### src/rtl/stream_upsize.sv
// stream_upsize: packs narrow stream words into one wide beat of T_DATA_RATIO words.
// A beat closes when the last word slot is filled or the input marks end of packet.
// Unfilled slots in a short beat carry zero data and a cleared keep bit.
module stream_upsize #(
    parameter int T_DATA_WIDTH  = 1,
    parameter int T_DATA_RATIO  = 2,
    parameter int T_WIDTH_RATIO = $clog2(T_DATA_RATIO)
) (
    input  logic                    clk,
    input  logic                    rst,
    input  logic [T_DATA_WIDTH-1:0] s_data_i,
    input  logic                    s_last_i,
    input  logic                    s_valid_i,
    output logic                    s_ready_o,
    output logic [T_DATA_WIDTH-1:0] m_data_o [T_DATA_RATIO-1:0],
    output logic [T_DATA_RATIO-1:0] m_keep_o,
    output logic                    m_last_o,
    output logic                    m_valid_o,
    input  logic                    m_ready_i
);

    // Assembly state
    logic [T_DATA_WIDTH-1:0]  asm_buf_r   [T_DATA_RATIO-1:0];
    logic [T_DATA_RATIO-1:0]  asm_keep_r;
    logic [T_WIDTH_RATIO-1:0] idx_r;

    // Output register
    logic [T_DATA_WIDTH-1:0]  out_data_r  [T_DATA_RATIO-1:0];
    logic [T_DATA_RATIO-1:0]  out_keep_r;
    logic                     out_last_r;
    logic                     out_valid_r;

    // Assembly contents as they would look with the incoming word merged in
    logic [T_DATA_WIDTH-1:0]  buf_next_s  [T_DATA_RATIO-1:0];
    logic [T_DATA_RATIO-1:0]  keep_next_s;
    logic                     accept_s;
    logic                     complete_s;

    // The output slot is free when empty or being drained this cycle
    assign s_ready_o  = !out_valid_r || m_ready_i;
    assign accept_s   = s_valid_i && s_ready_o;
    assign complete_s = accept_s &&
                        ((idx_r == T_WIDTH_RATIO'(T_DATA_RATIO - 1)) || s_last_i);

    assign m_data_o  = out_data_r;
    assign m_keep_o  = out_keep_r;
    assign m_last_o  = out_last_r;
    assign m_valid_o = out_valid_r;

    // Merge the incoming word into its slot so the completing beat can be loaded in one edge
    always_comb begin
        for (int k = 0; k < T_DATA_RATIO; k++) begin
            buf_next_s[k]  = (idx_r == T_WIDTH_RATIO'(k)) ? s_data_i : asm_buf_r[k];
            keep_next_s[k] = asm_keep_r[k] | (idx_r == T_WIDTH_RATIO'(k));
        end
    end

    // Collect words; a completing word empties the buffer so the next packet starts at slot 0
    always_ff @(posedge clk or posedge rst) begin
        if (rst) begin
            for (int k = 0; k < T_DATA_RATIO; k++) begin
                asm_buf_r[k] <= '0;
            end
            asm_keep_r <= '0;
            idx_r      <= '0;
        end else if (complete_s) begin
            for (int k = 0; k < T_DATA_RATIO; k++) begin
                asm_buf_r[k] <= '0;
            end
            asm_keep_r <= '0;
            idx_r      <= '0;
        end else if (accept_s) begin
            asm_buf_r  <= buf_next_s;
            asm_keep_r <= keep_next_s;
            idx_r      <= idx_r + T_WIDTH_RATIO'(1);
        end else begin
            idx_r      <= idx_r;
        end
    end

    // Load a finished beat (also over a draining one, giving back-to-back beats); hold while stalled
    always_ff @(posedge clk or posedge rst) begin
        if (rst) begin
            for (int k = 0; k < T_DATA_RATIO; k++) begin
                out_data_r[k] <= '0;
            end
            out_keep_r  <= '0;
            out_last_r  <= 1'b0;
            out_valid_r <= 1'b0;
        end else if (complete_s) begin
            out_data_r  <= buf_next_s;
            out_keep_r  <= keep_next_s;
            out_last_r  <= s_last_i;
            out_valid_r <= 1'b1;
        end else if (m_ready_i) begin
            out_valid_r <= 1'b0;
        end else begin
            out_valid_r <= out_valid_r;
        end
    end

endmodule
### config.mk
export PLATFORM = sky130hd
export DESIGN_NAME = stream_upsize
export DESIGN_NICKNAME = d
export VERILOG_FILES = /design/src/rtl/stream_upsize.sv
export SDC_FILE = /design/constraint.sdc
export NUM_CORES = 1
export LEC_CHECK = 0
export BUFFER_PORTS_ARGS = -buffer_cell sky130_fd_sc_hd__buf_2
export CELL_PAD_IN_SITES_DETAIL_PLACEMENT = 0
export CELL_PAD_IN_SITES_GLOBAL_PLACEMENT = 2
export CORE_ASPECT_RATIO = 1.1
export CORE_UTILIZATION = 31
export CTS_CLUSTER_SIZE = 14
export DETAILED_ROUTE_END_ITERATION = 7
export GPL_ROUTABILITY_DRIVEN = 0
export PLACE_DENSITY_LB_ADDON = 0.1
export SYNTH_ARGS = -nofsm -noshare
export SYNTH_HDL_FRONTEND = slang
export SYNTH_SLANG_ARGS = --single-unit
### constraint.sdc
create_clock -name clk -period 1.5 [get_ports clk]
set_clock_uncertainty 0.15 [all_clocks]
set_input_delay 0 -clock clk [delete_from_list [all_inputs] [get_ports clk]]
set_output_delay 0 -clock clk [all_outputs]
set_load 0.1 [all_outputs]
==> reports/metrics.yaml <==
power_and_ir_drop:
  power_mw: 1.16
  switchingPower_uw: 573
  internal_power_uw: 590
  cellPowerDensity_mw_per_mm2: 1780
  clockPowerShare_pct: 17.4
  pwr-share-comb_pct: 47.9
  peakVddDrop_mv: 0.691
  switching_share_pct: 49.3
  pwr-share-seq_pct: 34.6
  p_leak_nw: 0.323
sta:
  finalHoldViolCount: 0
  fin_crit_sh_pct: 91.5
  finalSetupViolCount: 0
  slew_headroom_pct: 67.9
  fin_crit_ps: 1370
  drv_slew: 0
  grt_setup_unrepaired: "false"
  worst_slew_pin_slew_ps: 485
  max_freq_mhz: 728
detailed_routing:
  wl_per_cell_um: 12.7
  vias: 348
  viasPerCell: 4.83
  drtIter0Drc: 4
  drc_errors: 0
  drt_pass1_iterations: 2
  antenna_left: 0
  drt-total-wl_um: 917
floorplan:
  dieArea_mm2: 0.00174
  start_util_pct: 34.4
  num_rows: 14
  die_w_um: 39.8
  die_y_um: 43.6
  ios: 13
  core_area_mm2: 0.00142
final_layout:
  num_antenna_cells: 0
  final_layout_size_suffix_gt1_share_pct: 44.6
  fin_util_pct: 46.1
  fillers: 132
  area_growth_syn_to_layout_pct: 34.1
  layout.nets: 63
cts:
  path_clk_slew_ps: 70
  insertion_delay_ps: 270
  cts_root_buf: "clkbuf_4"
  cts_tree: "yes"
  cts.path.max_buffers: 2
  cts_buffers: 3
  htree_levels: 1
  cts_setup_buffers: 0
  clock_sinks: 11
place:
  portBuffers: 12
  dp.final_hpwl_um: 675
yosys:
  synth_top_cell_area_share_pct: 56.4
  ys_seq_elements: 11
  post_synth.cell_area_avg_um2: 13.9
  synthCells: 35
  synth_warnings: 0
  seq_area_frac_synth_pct: 56.4
  synthTopCellsByArea: "dfrtp_1 56%, mux2_4 6.2%, mux2_2 4.6%"
  synth_area_um2: 488
  syn_nets: 41
  yosys.area.top_type: "dfrtp_1"
  synth_cell_types: 19
global_routing:
  grt_overflow: 0
  track_usage_pct: 13.4
  grt_pass1_wl_um: 1480
  grt_pass1_vias: 340
  antenna_found_initial: 0
  grt_max_degree: 12
critical_path:
  slowest_stage: "dfrtp_1"
  crit_path_end_kind: "register"
  cpPeakStageDelay_ps: 520
  crit_fanout: 7
  critPathMostFrequentCell: "mux2_4"
  crit_chain: "mux2_4 -> mux2_4"
  critPathBufInv: 0
  cp_top_family: "multiplexers"
  critPathArrivalTime_ps: 1380
  cp-start-kind: "register"
  critical_path_class: "register to register"
  cp.required_ps: 1510
run_status:
  status: "finished clean"
flow_run:
  drv_cap: 0
min_path:
  hold_path_class: "input pin to asynchronous set/reset pin"
[through the flow]
stage,TNS (ps),hold WS [ps],setup WS [ps],cells,area [um^2]
6_report,0,110,127,72,654
5_1_grt,0,147,72.7,72,654
4_1_cts,0,125,33.1,72,652
3_5_place_dp,0,-137,130,63,576
3_3_place_gp,0,-150,152,63,576
2_1_floorplan,-1140,-298,-258,35,499
[cells in the final DEF, fill, tap and decap left out]
cell	n
a22o_1	1
a2bb2oi_1	1
a41oi_1	1
and2_1	2
and2_4	1
buf_2	11
buf_4	1
clkbuf_1	1
clkbuf_4	4
dfrtp_1	10
dfrtp_4	1
dlygate4sd3_1	5
inv_1	3
mux2_2	1
mux2_4	4
nand2_1	1
nand2b_4	1
nand3_1	1
nor2_1	1
nor3b_1	1
o211ai_4	1
o21a_1	2
o22a_1	1
[what timing repair did]
| action | CTS | global route |
|---|---|---|
| endpoints found under the setup margin | 0 | 1 |
| gates resized for setup | 0 | 1 |
| hold endpoints to repair | 15 | 0 |
| hold buffers | 5 | 0 |
[Yosys cell counts, drive strengths merged]
library cell	instances
dfrtp	11
mux2	5
and2	3
inv	3
o21a	2
a22o	1
a2bb2oi	1
a41oi	1
buf	1
nand2	1
nand2b	1
nand3	1
nor2	1
nor3b	1
o211ai	1
o22a	1
[flip-flops by register name (all words and copies together), names as in the netlist]
| register | flops |
|---|---|
| asm_buf_r | 2 |
| asm_keep_r | 2 |
| m_data_o | 2 |
| m_keep_o | 2 |
| idx_r | 1 |
| m_last_o | 1 |
| m_valid_o | 1 |
[power groups by stage]
stage | registers (mW) | logic (mW) | clock network [mW]
after global routing | 0.413 | 0.577 | 0.224
after detailed placement | 0.409 | 0.550 | 0
after CTS | 0.403 | 0.561 | 0.212
after global placement | 0.406 | 0.548 | 0
final | 0.403 | 0.558 | 0.203
after floorplan | 0.722 | 0.157 | 0
[cell type report]
class | count | area, um^2 | area share, %
clock buffer | 4 | 26.3 | 4.02
inverter | 3 | 11.3 | 1.72
timing repair buffer | 18 | 120 | 18.4
tap | 16 | 20.0 | 3.06
sequential | 11 | 279 | 42.6
multi-input combinational | 20 | 198 | 30.2
[path summary, 6_finish.rpt]
check	startpoint	end	slack, ps	cells past startpoint
setup / recovery	idx_r	m_data_o[1]	130	2
hold / removal	rst	m_data_o[1]	110	3
setup reg to reg	idx_r	m_data_o[1]	130	2
hold reg to reg	asm_keep_r[0]	asm_keep_r[0]	340	1
max in group asynchronous	rst	m_valid_o	760	3
min in group clk	asm_keep_r[0]	asm_keep_r[0]	340	1
[routing by layer]
metal  up-vias  part of all wire (%)  GRT usage (%)
li1        163                     -              -
met1       171                    44           15.7
met2        11                    48           19.3
met3         3                   4.9           4.62
met4         0                   2.9           10.3
met5         -                     0              0
[cell families after synthesis]
kind of cell	share of synthesized area (%)
muxes	13.1
and+or+nand+nor	11.3
DFF	56.4
buffers and inverters	4.62
AOI/OAI and AO/OA	14.6
[worst register-to-register path, cell delays in order, from the launching register on]
cell and delay (ps):
dfrtp_1 520, mux2_4 330, mux2_4 260
Power figures use the tool's default switching activity.
